[config.mk]
export PLATFORM = sky130hd
export DESIGN_NAME = score_display_mux
export DESIGN_NICKNAME = d
export VERILOG_FILES = /design/src/rtl/score_display_mux.sv
export SDC_FILE = /design/constraint.sdc
export NUM_CORES = 1
export LEC_CHECK = 0
export BUFFER_PORTS_ARGS = -buffer_cell sky130_fd_sc_hd__buf_4
export CORE_MARGIN = 1.5
export CORE_UTILIZATION = 53
export CTS_CLUSTER_SIZE = 40
export DETAILED_ROUTE_END_ITERATION = 7
export PLACE_DENSITY_LB_ADDON = 0.15
export SYNTH_ARGS = -nofsm -noshare
export SYNTH_HDL_FRONTEND = slang
export SYNTH_SLANG_ARGS = --single-unit
[constraint.sdc]
create_clock -name clk_100MHz -period 7.8 [get_ports clk_100MHz]
set_input_delay 0.78 -clock clk_100MHz [delete_from_list [all_inputs] [get_ports clk_100MHz]]
set_output_delay 0.78 -clock clk_100MHz [all_outputs]
set_load 0.01 [all_outputs]
[src/rtl/score_display_mux.sv]
`default_nettype none
// ============================================================================
// Module   : score_display_mux
// Function : BCD scoreboard with saturation, hit-count LED bar and multiplexed
//            active-low 7-segment display with leading-zero blanking.
//            Optional high-score register enabled by macro HIGH_SCORE_EN.
// Revision : 1.0 - initial release
// ============================================================================
module score_display_mux #(
  parameter int NUM_DIGITS     = 4,
  parameter int POINTS_PER_HIT = 1,
  parameter int REFRESH_DIV    = 100000
) (
  input  logic                  clk_100MHz,
  input  logic                  reset,
  input  logic                  alien_hit,
  input  logic                  score_clear,
`ifdef HIGH_SCORE_EN
  input  logic                  game_over,
  input  logic                  show_high,
  output logic                  new_high,
`endif
  output logic [15:0]           led,
  output logic                  a,
  output logic                  b,
  output logic                  c,
  output logic                  d,
  output logic                  e,
  output logic                  f,
  output logic                  g,
  output logic                  dp,
  output logic [NUM_DIGITS-1:0] an,
  output logic                  overflow
);

  localparam int SCORE_W = 4 * NUM_DIGITS;
  localparam int IDX_W   = (NUM_DIGITS > 1) ? $clog2(NUM_DIGITS) : 1;
  localparam int CTR_W   = $clog2(REFRESH_DIV);
  localparam logic [CTR_W-1:0]   CTR_MAX   = CTR_W'(REFRESH_DIV - 1);
  localparam logic [IDX_W-1:0]   IDX_MAX   = IDX_W'(NUM_DIGITS - 1);
  localparam logic [SCORE_W-1:0] ALL_NINES = {NUM_DIGITS{4'h9}};

  logic                 alien_hit_q;
  logic                 hit;
  logic [SCORE_W-1:0]   score;
  logic [SCORE_W-1:0]   sum_score;
  logic                 carry_out;
  logic [SCORE_W-1:0]   disp;
  logic [3:0]           digits [NUM_DIGITS];
  logic [NUM_DIGITS-1:0] upper_zero;
  logic [CTR_W-1:0]     refresh_ctr;
  logic [IDX_W-1:0]     digit_idx;
  logic [6:0]           seg;
  logic                 blank;

  function automatic logic [6:0] seg_code(input logic [3:0] val);
    case (val)
      4'd0:    seg_code = 7'b0000001;
      4'd1:    seg_code = 7'b1001111;
      4'd2:    seg_code = 7'b0010010;
      4'd3:    seg_code = 7'b0000110;
      4'd4:    seg_code = 7'b1001100;
      4'd5:    seg_code = 7'b0100100;
      4'd6:    seg_code = 7'b0100000;
      4'd7:    seg_code = 7'b0001111;
      4'd8:    seg_code = 7'b0000000;
      4'd9:    seg_code = 7'b0000100;
      default: seg_code = 7'b1111111;
    endcase
  endfunction

  assign hit = alien_hit & ~alien_hit_q;

  // Decimal ripple add; a carry out of the top digit means saturation.
  always_comb begin
    logic [4:0] cin;
    logic [4:0] s;
    sum_score = '0;
    cin       = 5'(POINTS_PER_HIT);
    for (int i = 0; i < NUM_DIGITS; i++) begin
      s = {1'b0, score[i*4 +: 4]} + cin;
      if (s > 5'd9) begin
        sum_score[i*4 +: 4] = 4'(s - 5'd10);
        cin                 = 5'd1;
      end else begin
        sum_score[i*4 +: 4] = s[3:0];
        cin                 = 5'd0;
      end
    end
    carry_out = cin[0];
  end

  always_ff @(posedge clk_100MHz or posedge reset) begin
    if (reset) begin
      alien_hit_q <= 1'b0;
      score       <= '0;
      led         <= '0;
      overflow    <= 1'b0;
    end else begin
      alien_hit_q <= alien_hit;
      if (score_clear) begin
        score    <= '0;
        led      <= '0;
        overflow <= 1'b0;
      end else if (hit) begin
        if (carry_out) begin
          score    <= ALL_NINES;
          overflow <= 1'b1;
        end else begin
          score <= sum_score;
        end
        if (led != 16'hFFFF)
          led <= led + 16'd1;
      end
    end
  end

`ifdef HIGH_SCORE_EN
  logic [SCORE_W-1:0] high_score;
  logic               game_over_q;

  // Packed BCD with the most significant digit on top compares like binary.
  always_ff @(posedge clk_100MHz or posedge reset) begin
    if (reset) begin
      high_score  <= '0;
      game_over_q <= 1'b0;
      new_high    <= 1'b0;
    end else begin
      game_over_q <= game_over;
      new_high    <= 1'b0;
      if (game_over && !game_over_q && (score > high_score)) begin
        high_score <= score;
        new_high   <= 1'b1;
      end
    end
  end

  assign disp = show_high ? high_score : score;
`else
  assign disp = score;
`endif

  for (genvar k = 0; k < NUM_DIGITS; k++) begin : g_digits
    assign digits[k] = disp[k*4 +: 4];
  end

  always_comb begin
    logic all_zero;
    all_zero   = 1'b1;
    upper_zero = '0;
    for (int k = NUM_DIGITS - 1; k >= 0; k--) begin
      all_zero      = all_zero & (digits[k] == 4'd0);
      upper_zero[k] = all_zero;
    end
  end

  assign blank = (digit_idx != '0) && upper_zero[digit_idx];

  always_ff @(posedge clk_100MHz or posedge reset) begin
    if (reset) begin
      refresh_ctr <= '0;
      digit_idx   <= '0;
    end else if (refresh_ctr == CTR_MAX) begin
      refresh_ctr <= '0;
      digit_idx   <= (digit_idx == IDX_MAX) ? '0 : digit_idx + IDX_W'(1);
    end else begin
      refresh_ctr <= refresh_ctr + CTR_W'(1);
    end
  end

  always_ff @(posedge clk_100MHz or posedge reset) begin
    if (reset) begin
      an  <= '1;
      seg <= 7'b1111111;
    end else begin
      an  <= ~(NUM_DIGITS'(1) << digit_idx);
      seg <= blank ? 7'b1111111 : seg_code(digits[digit_idx]);
    end
  end

  assign {a, b, c, d, e, f, g} = seg;
  assign dp = 1'b1;

endmodule
`default_nettype wire

==> flow_summary.ini <==
[outcome]
status = completed

[synthesis]
syn-cell-area_sq_mm = 0.00396
yosys_register_bits = 64
synth_edf_count = 0
ys_types = 66
syn_avg_cell_area_sq_um = 9.47
yosys_warnings = 0
syn-instance-count = 418
async_flop_share_pct = 100
yosysSeqAreaShare_pct = 40.8
synth_nets = 445
synthFlopType = dfrtp_1

[layout]
diodes = 0
utilization_pct = 61.2
fillers = 646
multi_input_area_sq_mm = 0.00214
final_cells = 545
seq_area_sq_mm = 0.00162
drive_gt1_share_pct = 17.9
finish.instance_area_sq_mm = 0.00444
finalNetCount = 468
area_delta_synth_final_pct = 12.2

[setup_path]
crit_start = disp[0]
crit_path_start_kind = flip-flop
critPathTopFamily = adder cells
r2r-end = disp[6]
r2r-start = disp[0]
end_kind = flip-flop
crit_slowest_cell = or4_4
worst_ep_required_time_ns = 8.06
path_common_cell = ha_1
crit_type = reg2reg
arrival_ns = 6.23
reg2reg_depth = 25
r2r_setup_slack_ns = 1.83
path_buf_inv = 3
slowest_delay_ns = 0.51
worstPathMaxFanout = 9

[timing]
finalSetupViolCount = 0
rsz0062_at_grt = false
setup-tns-final_ns = 0
fin_crit_sh_pct = 76.5
fmaxAchievable_mhz = 168
period_minus_slack_ns = 5.97
slew_viol_final = 0
timing.slew.headroom_pct = 46.1
fin_ws_ns = 1.83
finalHoldViolations = 0
finClkSkew_ns = 0.00694
tightest_slew_ns = 0.806

[place]
port_buffers = 31
pre_cts_slack_ns = 1.92
dp_cells = 529
dpl.hpwl_mm = 5.55
place_congestion = 0.815
placed_area_sq_mm = 0.00421

[route]
drtAntennaViolNets = 0
wl_per_cell_um = 14.4
drt-initial-drc-count = 107
via_per_inst = 5.74
drc = 0
wirelength_mm = 7.87
num_vias = 3129
drtPass1Iterations = 4

[hold_path]
hold_start = refresh_ctr[0]
hold_path_class = reg2reg
min_path_cells = 1
worstHoldEndpoint = refresh_ctr[0]

[global_routing]
gr-total-overflow = 0
grt_max_degree = 65
grt_pass1_vias = 2769
grt_pass1_wl_mm = 13.0
antenna_found_initial = 0
grt_util_all_layers_pct = 21.1

[die]
dieArea_sq_mm = 0.00800
num_rows = 31
io_pins = 33
die_h_um = 89.4
core_sq_mm = 0.00725
start_util_pct = 54.6
die-width_um = 89.4

[power]
powerDensity_mw_per_mm2 = 158
total_leakage_power_nw = 1.92
peakVddDrop_mv = 0.0895

[cts]
cts-htree-levels = 3
post_cts_buffers = 0
ctsHoldBuffers = 0
cts.sinks = 64
clk_pin_slew_ns = 0.07
clk_path_buf_depth = 2
cts_tree = built
cts-root-buf = clkbuf_8
cts_buffers = 9
clk_latency_ns = 0.34
cts_resized = 0

[run]
cap_violations = 0
-- cell families (layout without fill, tap and decap cells) --
group / after synthesis / in the layout / synth area share, %
adders and majority gates: 23 / 23 / 7.27
other: 1 / 1 / 0.0947
muxes: 10 / 10 / 3.89
AOI/OAI and AO/OA: 89 / 89 / 14.7
buffers and inverters: 44 / 72 / 5.09
DFF: 64 / 64 / 40.8
and+or+nand+nor: 153 / 153 / 20.6
xor gates and xnor gates: 34 / 34 / 7.52
-- how the worst max path moves through the flow --
stage	endpoint	slack (ns)	cells after the start
2_1_floorplan	disp[6]	2.27	27
3_3_place_gp	disp[6]	2.18	25
3_5_place_dp	disp[6]	1.92	25
4_1_cts	disp[6]	1.89	25
5_1_grt	disp[14]	1.28	25
6_report	disp[6]	1.83	25
-- cells in the mapped netlist (6+ instances only) --
cell type  count  share of area (%)
dfrtp_1       53                 34
nor2_1        38                3.6
nand2_1       30                2.8
o21ai_0       24                3.0
ha_1          23                7.3
inv_1         23                2.2
xnor2_1       23                5.1
a21oi_1       22                2.8
nand3_1       19                2.4
dfstp_2       11                7.3
xor2_1        11                2.4
a31oi_1       10                1.6
and3_1         8                1.3
clkbuf_1       8               0.76
nand2b_1       7                1.1
nor2b_1        7                1.1
nor3_1         7               0.88
buf_4          6                1.1
nand4_1        6               0.95
-- metal layers --
metal / part of all wire (%) / track usage [%] / vias up / wire [um]
met5: 0 / 0 / - / 0
met4: 1.9 / 7.27 / 0 / 148
met3: 4.6 / 5.17 / 14 / 365
met2: 47 / 33.6 / 77 / 3700
met1: 46 / 28.0 / 1513 / 3660
li1: - / - / 1525 / -
-- final cells by class --
cell class / count / share of cell area, %
multi-input combinational: 310 / 48.2
sequential: 64 / 36.4
timing repair buffer: 32 / 5.41
clock buffer: 11 / 3.41
tap: 99 / 2.79
inverter: 24 / 2.03
clock inverter: 5 / 1.77
-- registers in the layout (all words and copies together) (netlist names) --
name	flops
refresh_ctr	17
seg	7
alien_hit_q	1
overflow	1
disp	16
digit_idx	2
led	16
an	4
-- cell usage in the layout, fill, tap and decap left out, drive strengths merged, types with 5 or more instances in the layout --
master and instances:
a31oi 11, nor2b 7, ha 23, a22o 5, nand3 19, nand2 30, dfstp 11, nor4 5
a21oi 22, dfrtp 53, nor2 39, xor2 11, inv 24, o21ai 24, nor3 8, buf 32
nand2b 7, xnor2 23, and3 9, clkbuf 11, nand4 6
-- worst reg2reg max path, delay by kind of cell, from the launching register on --
family                     cells  cell delay [ns]
and+or+nand+nor                7             1.57
AOI/OAI and AO/OA              7             1.10
adders and majority gates      8             2.30
buffers and inverters          3             0.40
DFF                            1             0.48
-- through the flow --
| step | total power [W] | hold WS (ns) |
|---|---|---|
| 2_1_floorplan | 0.000371 | 0.452 |
| 3_3_place_gp | 0.000383 | 0.476 |
| 3_5_place_dp | 0.000384 | 0.478 |
| 4_1_cts | 0.000711 | 0.487 |
| 5_1_grt | 0.000729 | 0.498 |
| 6_report | 0.000702 | 0.484 |
-- power by group --
| group | internal, W | switching, W |
|---|---|---|
| sequential | 0.000337 | 0.00000289 |
| clock | 0.000197 | 0.000127 |
| combinational | 0.0000129 | 0.0000252 |
No activity file was read; power rests on OpenSTA's default activity.
